--- src/rtl/uart_tx_arbiter.sv ---
// Round-robin, message-granular arbiter sharing one uart_tx among N_REQ byte streams.
// Optional grant-stall timeout enabled by defining UART_ARB_TIMEOUT_EN (adds err_timeout port).
module uart_tx_arbiter #(
   parameter int N_REQ     = 2,
   parameter int BUSY_WAIT = 4,
   parameter int TIMEOUT   = 100000
) (
   input  logic                                           clk,
   input  logic                                           rst,
   input  logic [N_REQ-1:0]                               req_valid,
   input  logic [8*N_REQ-1:0]                             req_data,
   input  logic [N_REQ-1:0]                               req_last,
   output logic [N_REQ-1:0]                               req_ready,
   output logic                                           tx_start,
   output logic [7:0]                                     tx_data,
   input  logic                                           tx_busy,
   output logic                                           grant_active,
   output logic [((N_REQ > 1) ? $clog2(N_REQ) : 1)-1:0]   grant_owner,
   output logic                                           err_no_busy
`ifdef UART_ARB_TIMEOUT_EN
   ,
   output logic                                           err_timeout
`endif
);

   localparam int          OW = (N_REQ > 1) ? $clog2(N_REQ) : 1;
   localparam int          WW = $clog2(BUSY_WAIT + 1);
   localparam int unsigned NR = N_REQ;

   typedef enum logic [2:0] {
      IDLE,
      GRANT,
      START,
      WAIT_HI,
      WAIT_LO
   } state_t;

   state_t          state_q, state_d;
   logic [OW-1:0]   owner_q, owner_d;
   logic [OW-1:0]   rr_q, rr_d;
   logic [OW-1:0]   rr_next;
   logic [OW-1:0]   winner;
   logic            found;
   logic            active_q, active_d;
   logic            last_q, last_d;
   logic            err_nb_q, err_nb_d;
   logic [7:0]      data_q, data_d;
   logic [WW-1:0]   wait_q, wait_d;
   int unsigned     scan_idx;

`ifdef UART_ARB_TIMEOUT_EN
   localparam int TW = $clog2(TIMEOUT + 1);
   logic [TW-1:0]   to_q, to_d;
   logic            err_to_q, err_to_d;
`endif

   // First valid requester at or after the rr pointer, wrapping modulo N_REQ.
   always_comb begin
      found    = 1'b0;
      winner   = '0;
      scan_idx = 0;
      for (int unsigned i = 0; i < NR; i++) begin
         scan_idx = i + 32'(rr_q);
         if (scan_idx >= NR) scan_idx = scan_idx - NR;
         if (!found && req_valid[OW'(scan_idx)]) begin
            found  = 1'b1;
            winner = OW'(scan_idx);
         end
      end
   end

   assign rr_next = (owner_q == OW'(NR - 1)) ? '0 : owner_q + 1'b1;

   always_comb begin
      state_d   = state_q;
      owner_d   = owner_q;
      rr_d      = rr_q;
      active_d  = active_q;
      last_d    = last_q;
      err_nb_d  = err_nb_q;
      data_d    = data_q;
      wait_d    = wait_q;
      req_ready = '0;
      tx_start  = 1'b0;
`ifdef UART_ARB_TIMEOUT_EN
      to_d      = to_q;
      err_to_d  = err_to_q;
`endif

      case (state_q)
         IDLE: begin
            if (found) begin
               owner_d  = winner;
               active_d = 1'b1;
               state_d  = GRANT;
`ifdef UART_ARB_TIMEOUT_EN
               to_d     = '0;
`endif
            end
         end

         GRANT: begin
            // Never hand uart_tx a new byte while it is still shifting the previous one.
            if (!tx_busy) begin
               req_ready[owner_q] = 1'b1;
               if (req_valid[owner_q]) begin
                  data_d  = req_data[{owner_q, 3'b000} +: 8];
                  last_d  = req_last[owner_q];
                  state_d = START;
               end
            end
`ifdef UART_ARB_TIMEOUT_EN
            if (!tx_busy && req_valid[owner_q]) begin
               to_d = '0;
            end else if (!req_valid[owner_q]) begin
               if (to_q == TW'(TIMEOUT - 1)) begin
                  to_d     = '0;
                  err_to_d = 1'b1;
                  active_d = 1'b0;
                  rr_d     = rr_next;
                  state_d  = IDLE;
               end else begin
                  to_d = to_q + 1'b1;
               end
            end
`endif
         end

         START: begin
            tx_start = 1'b1;
            wait_d   = '0;
            state_d  = WAIT_HI;
         end

         WAIT_HI: begin
            if (tx_busy) begin
               state_d = WAIT_LO;
            end else if (wait_q == WW'(BUSY_WAIT - 1)) begin
               // uart_tx never acknowledged: flag it and treat the byte as sent.
               err_nb_d = 1'b1;
               state_d  = WAIT_LO;
            end else begin
               wait_d = wait_q + 1'b1;
            end
         end

         WAIT_LO: begin
            if (!tx_busy) begin
               if (last_q) begin
                  active_d = 1'b0;
                  rr_d     = rr_next;
                  state_d  = IDLE;
               end else begin
                  state_d = GRANT;
               end
            end
         end

         default: state_d = IDLE;
      endcase
   end

   always_ff @(posedge clk) begin
      if (rst) begin
         state_q  <= IDLE;
         owner_q  <= '0;
         rr_q     <= '0;
         active_q <= 1'b0;
         last_q   <= 1'b0;
         err_nb_q <= 1'b0;
         data_q   <= '0;
         wait_q   <= '0;
`ifdef UART_ARB_TIMEOUT_EN
         to_q     <= '0;
         err_to_q <= 1'b0;
`endif
      end else begin
         state_q  <= state_d;
         owner_q  <= owner_d;
         rr_q     <= rr_d;
         active_q <= active_d;
         last_q   <= last_d;
         err_nb_q <= err_nb_d;
         data_q   <= data_d;
         wait_q   <= wait_d;
`ifdef UART_ARB_TIMEOUT_EN
         to_q     <= to_d;
         err_to_q <= err_to_d;
`endif
      end
   end

   assign tx_data      = data_q;
   assign grant_active = active_q;
   assign grant_owner  = owner_q;
   assign err_no_busy  = err_nb_q;
`ifdef UART_ARB_TIMEOUT_EN
   assign err_timeout  = err_to_q;
`endif

endmodule

--- config.mk ---
export PLATFORM = sky130hd
export DESIGN_NAME = uart_tx_arbiter
export DESIGN_NICKNAME = d
export VERILOG_FILES = /design/src/rtl/uart_tx_arbiter.sv
export SDC_FILE = /design/constraint.sdc
export NUM_CORES = 1
export LEC_CHECK = 0
export CORE_MARGIN = 2
export CORE_UTILIZATION = 28
export CTS_CLUSTER_SIZE = 14
export DETAILED_ROUTE_END_ITERATION = 6
export HOLD_SLACK_MARGIN = 0.06
export PLACE_DENSITY = 0.63
export SLEW_MARGIN = 0
export SYNTH_ARGS = -nofsm -noshare
export SYNTH_HDL_FRONTEND = slang
export SYNTH_SLANG_ARGS = --single-unit
--- constraint.sdc ---
create_clock -name clk -period 1.6 [get_ports clk]
set_clock_uncertainty 0.15 [all_clocks]
set_input_delay 0.24 -clock clk [delete_from_list [all_inputs] [get_ports clk]]
set_output_delay 0.24 -clock clk [all_outputs]
set_load 0.005 [all_outputs]
==> results of run 1 <==
logic make-up after synthesis:
| group | after synthesis | synth area share (%) |
|---|---|---|
| AOI/OAI and AO/OA | 40 | 26.0 |
| and+or+nand+nor | 21 | 15.5 |
| DFF | 19 | 38.3 |
| buffers and inverters | 14 | 7.06 |
| muxes | 10 | 10.6 |
| adders and majority gates | 2 | 2.52 |
cells in the final DEF (no fill, tap or decap), types with 2 or more instances in the layout:
cell	n
inv_1	4
buf_2	3
ha_4	2
o21ai_0	2
a211oi_1	9
and2_1	2
a211o_1	2
or3b_1	2
dfxtp_1	8
mux2i_1	9
a21oi_1	17
o21ai_1	3
dfxtp_2	10
buf_4	20
clkbuf_4	3
dlymetal6s2s_1	2
a21bo_1	2
clkdlybuf4s50_1	30
nor2_1	6
metrics by stage:
stage | total power (uW) | cell area (um^2) | hold WS, ns | utilization (%)
finish | 1090 | 1580 | 0.329 | 47.1
global route | 1170 | 1580 | 0.379 | 47.1
CTS | 1100 | 1530 | 0.346 | 45.6
detailed placement | 849 | 1490 | 0.329 | 44.3
global placement | 842 | 1490 | 0.318 | 44.3
floorplan | 687 | 993 | 0.230 | -
sequential cells by signal (all words and copies together), names as in the netlist:
signal	flops
rr_q	1
err_no_busy	1
last_q	1
state_q	3
grant_active	1
grant_owner	1
wait_q	3
tx_data	8
worst min-delay path by stage:
stage / start / depth (start not counted) / endpoint / slack (ns)
detailed placement: err_no_busy / 2 / err_no_busy / 0.33
CTS: wait_q[2] / 2 / wait_q[2] / 0.35
floorplan: req_valid[1] / 2 / grant_owner / 0.23
global route: err_no_busy / 2 / err_no_busy / 0.38
global placement: wait_q[2] / 2 / wait_q[2] / 0.32
finish: err_no_busy / 2 / err_no_busy / 0.33
repair_timing:
item                                    in CTS  in global routing
pin swaps                                    3                  5
endpoints found under the setup margin       7                 16
gates resized for setup                     18                 14
setup buffers                                2                  0
critical path: stages (launching register included):
cell and delay, ns:
dfxtp_2 0.35, nor4b_4 0.30, nor2b_1 0.17, buf_2 0.13
metal layers:
layer	part of all wire, %	wire length, um
met1	40	1060
met2	53	1400
met3	6.5	173
met4	0.68	18
met5	0	0
power by group:
group	switching, uW	internal, uW	total, uW	leakage, uW
logic	136	191	327	0.000440
registers	19.9	504	524	0.000160
clock network	145	97.0	242	0.0000150
total	302	792	1090	0.000615
cell type report:
class	instances	area share (%)
tap	46	3.64
timing repair buffer	56	31.5
sequential	19	25.1
multi-input combinational	73	37.2
inverter	4	0.949
clock buffer	4	1.66
==> reports/results.txt, run 1 <==
Die area -> 4040 um^2
Residual DRC -> 0
Area occupied by multi-input gates -> 588 um^2
Setup WS pre-CTS -> -0.552 ns
Status -> finished, violations left
Crit path from -> state_q[1]
Leak pwr -> 0.000615 uW
Synth unique cells -> 31
GR Layer Usage met1 -> 14.2%
Met2 GRT Util -> 23.9%
Synthesis-stage register bit count -> 19
Hold buffers post-CTS -> 0
CP arrival -> 1.25 ns
Failing checks -> setup timing
Hold Path Class -> flip-flop to flip-flop
Syn Area/Cell -> 9.36 um^2
Fmax -> 0.611 GHz
Fin nets -> 182
WL final -> 2650 um
DP Cell Count -> 196
FF-to-FF setup slack -> 0.07 ns
Via/cell ratio -> 4.92
WL/cell -> 13.1 um
Number of core rows -> 21
Max Slew Vio Count -> 0
YS warnings -> 0
Initial antenna violation count -> 0
Post-synthesis net count -> 131
Pre-antenna DRT Iters -> 4
Ys flop type -> dfxtp_1
Worst reg2reg endpoint -> wait_q[0]
Core area -> 3360 um^2
Final WS setup -> -0.0371 ns
Final setup viols -> 1
WP data required -> 1.21 ns
I/O pin count -> 37
Post-synth EDFFs -> 0
Share of post-route cells with drive strength above 1 -> 28.8%
Pwr Density -> 691 nW/um^2
DPL Wire Length -> 2030 um
Final TNS setup -> -0.0371 ns
Grt total ovfl -> 0
DR vias -> 994
GR peak layer -> met2
Cts bufs inserted -> 3
Sequential cell area -> 397 um^2
Final period util -> 102%
Peak VDD IR -> 0.000429 V
RSZ-0062 raised after global routing -> true
Max FO, Critical Path -> 3
Die X -> 63.5 um
Synth cell count leaders -> dfxtp_1, a21oi_1, a211oi_1, mux2i_1
Worst-Skew Late Latency -> 0.29 ns
Area Growth Syn to Fin -> 59.5%
Die Height -> 63.5 um
Relative slew slack -> 75.8%
First-pass GRT wire length -> 4200 um
Largest net degree at the start of global routing -> 12
Tot GR Track Use -> 13.1%
Synth Instances -> 106
Yosys top cell area share -> 38.3%
RR Startpoint -> state_q[1]
GPL Wtd Cong -> 0.735
Worst reg2reg path depth -> 4
Async set-reset flop share out of synthesis -> 0%
Most frequent cell after synthesis -> dfxtp_1
Synth top area cells -> dfxtp_1, mux2i_1, a21oi_1
Synthesized cell area -> 992 um^2
Clock root buffer -> clkbuf_4
CP endpoint -> req_ready[0]
Initial drt markers -> 27
Setup CP Type -> flip-flop to primary output
Initial Utilization -> 29.5%
Max_cap viols -> 0
CTS tree -> yes
Largest area contributor in the netlist -> dfxtp_1
Final Non-Filler Cells -> 202
H-tree Lvls -> 1
IO Port Bufs -> 36
Sequential area share after synthesis -> 38.3%
# clock sinks -> 19
Antenna viol nets, final -> 0
Final Hold Violating Endpoints -> 0
Vias in the first global route -> 950
# fillers -> 359
CTS max path bufs -> 2
Crit path capture type -> primary output
Post-layout min period -> 1.64 ns
Critical Path Source Type -> flip-flop
N_diodes -> 0
GR Layer Usage met3 -> 4.64%
Worst-path clk slew -> 0.11 ns
Worst slew pin tran -> 0.358 ns
(Power assumes the default switching activity.)
==> inputs of run 2 (changes only) <==
--- a/config.mk
+++ b/config.mk
@@ -9,6 +9,7 @@
 export CORE_UTILIZATION = 28
 export CTS_CLUSTER_SIZE = 14
 export DETAILED_ROUTE_END_ITERATION = 6
+export GPL_TIMING_DRIVEN = 0
 export HOLD_SLACK_MARGIN = 0.06
 export PLACE_DENSITY = 0.63
 export SLEW_MARGIN = 0
==> reports/results.txt, run 2 (synthesis gave the netlist of run 1 again) <==
DPL Wire Length -> 1860 um (-8.5%)
Pre-antenna DRT Iters -> 4 (unchanged)
Most common cell after layout, fill and taps aside -> clkdlybuf4s50_1
Residual DRC -> 0 (unchanged)
Max_cap viols -> 0 (unchanged)
Switch share -> 30.2% (+2.6 points)
Worst-path clk slew -> 0.12 ns (about the same)
Number of core rows -> 21 (unchanged)
WHS -> 0.260 ns (-0.0686 ns)
CP arrival -> 1.47 ns (+0.22 ns)
Final setup viols -> 12 (+11)
Hold Path End -> tx_data[2]
RR Startpoint -> state_q[1]
Tot GR Track Use -> 14.1% (+1.0 points)
Clock root buffer -> clkbuf_4
GPL Wtd Cong -> 0.677 (-7.9%)
Cts bufs inserted -> 3 (unchanged)
FF-to-FF setup slack -> -0.18 ns (-0.25 ns)
Die Height -> 63.5 um (unchanged)
IO Port Bufs -> 35 (-2.8%)
Hold Path Class -> input port to flip-flop
Initial drt markers -> 3 (-89%)
Setup WS pre-CTS -> -0.846 ns (-0.294 ns)
Fin nets -> 181 (-0.55%)
Area Growth Syn to Fin -> 70.1%
Final WS setup -> -0.265 ns (-0.227 ns)
Cells on Worst Hold Path -> 2 (unchanged)
N_diodes -> 0 (unchanged)
H-tree Lvls -> 1 (unchanged)
CP cell instances -> nor4b_4 > buf_4 > buf_6 > nor2b_4 > buf_2
Min-delay src -> rst
Internal -> 827 uW (+4.5%)
Final period util -> 117% (+14 points)
Max Slew Vio Count -> 0 (unchanged)
First-pass GRT wire length -> 4550 um (+8.6%)
Max FFs per register -> 8 (unchanged)
# clock sinks -> 19 (unchanged)
Worst slew pin tran -> 0.583 ns (+0.226 ns)
Die area -> 4040 um^2 (unchanged)
Crit path capture type -> primary output
DR vias -> 1005 (+1.1%)
Worst Path Buf+Inv -> 3 (+2)
Final core utilization -> 50.2% (+3.1 points)
WP data required -> 1.21 ns (about the same)
Power share of the sequential group -> 44.3% (-3.6 points)
Antenna viol nets, final -> 0 (unchanged)
Worst reg2reg endpoint -> last_q
Setup CP Type -> flip-flop to primary output
WL final -> 2920 um (+10%)
Max FO, Critical Path -> 3 (unchanged)
Initial Utilization -> 29.5% (unchanged)
Leak pwr -> 0.000699 uW (+14%)
Initial antenna violation count -> 0 (unchanged)
RSZ-0062 raised after global routing -> true
Pwr Density -> 702 nW/um^2 (+1.6%)
WL/cell -> 14.5 um (+11%)
I/O pin count -> 37 (unchanged)
CTS tree -> yes
Worst-Skew Late Latency -> 0.31 ns (+0.02 ns)
Critical Path Source Type -> flip-flop
Clock share of power -> 22.1% (about the same)
Hold buffers post-CTS -> 0 (unchanged)
Via/cell ratio -> 5.00 (+1.6%)
Peak VDD IR -> 0.000343 V (-20%)
NetSw -> 357 uW (+18%)
Cell family with most CP delay -> simple AND/OR/NAND/NOR gates
Vias in the first global route -> 1021 (+7.5%)
Slowest stage delay, CP -> 0.37 ns (+0.02 ns)
Largest net degree at the start of global routing -> 11 (-1)
Post-layout min period -> 1.86 ns (+0.227 ns)
Die X -> 63.5 um (unchanged)
Grt total ovfl -> 0 (unchanged)
Fmax -> 0.536 GHz (-12%)
Worst reg2reg path depth -> 8 (+4)
Failing checks -> setup timing
CTS max path bufs -> 2 (unchanged)
Crit path from -> state_q[1]
Combinational power share -> 33.6% (+3.7 points)
Final Hold Violating Endpoints -> 0 (unchanged)
Core area -> 3360 um^2 (unchanged)
Status -> finished, violations left
Relative slew slack -> 61.1% (-15 points)
Share of post-route cells with drive strength above 1 -> 36.8% (+7.9 points)
Crit-path slowest cell -> dfxtp_4
Most frequent cells in the layout -> clkdlybuf4s50_1, dfxtp_1, a21oi_1, mux2i_1, buf_4
[run 2: cell type report]
cell class                 count  area (um^2)
sequential                    19          397
inverter                       4         15.0
buffer                         8         61.3
fill                         336         1680
clock buffer                   4         26.3
multi-input combinational     73          663
tap                           46         57.6
timing repair buffer          47          468
[run 2: how the worst max path moves through the flow]
stage / endpoint / slack (ns) / depth (start not counted)
after floorplan: state_q[1] / -0.03 / 5
after global placement: req_ready[0] / -0.85 / 5
after detailed placement: req_ready[0] / -0.85 / 5
after CTS: req_ready[0] / -0.25 / 5
after global routing: req_ready[0] / -0.33 / 5
final: req_ready[0] / -0.26 / 5
[run 2: metal layers]
layer,vias up,GRT usage [%],part of all wire [%]
li1,490,-,-
met2,29,25.7,50
met3,5,4.11,6.1
met1,481,15.7,42
met5,-,0,0
met4,0,4.08,1.6
[run 2: power groups by stage]
| stage | Sequential, uW | Combinational (uW) | Clock, uW |
|---|---|---|---|
| floorplan | 528 | 159 | 0 |
| global placement | 528 | 290 | 0 |
| detailed placement | 529 | 295 | 0 |
| CTS | 521 | 343 | 258 |
| global route | 530 | 425 | 292 |
| finish | 525 | 398 | 262 |
[run 2: through the flow]
stage | TNS [ns] | total power [uW] | cell area, um^2 | std cells
floorplan | -0.0349 | 687 | 993 | 106
global placement | -7.33 | 818 | 1400 | 187
detailed placement | -7.68 | 824 | 1400 | 187
CTS | -0.532 | 1120 | 1530 | 199
global route | -2.73 | 1250 | 1690 | 201
finish | -1.60 | 1180 | 1690 | 201
[run 2: repair_timing]
| item | 4_1_cts | 5_1_grt |
|---|---|---|
| resized for setup | 27 | 37 |
| gates cloned | 0 | 0 |
| pin swaps | 9 | 7 |
| buffers inserted | 10 | 2 |
| setup endpoints to repair | 15 | 25 |
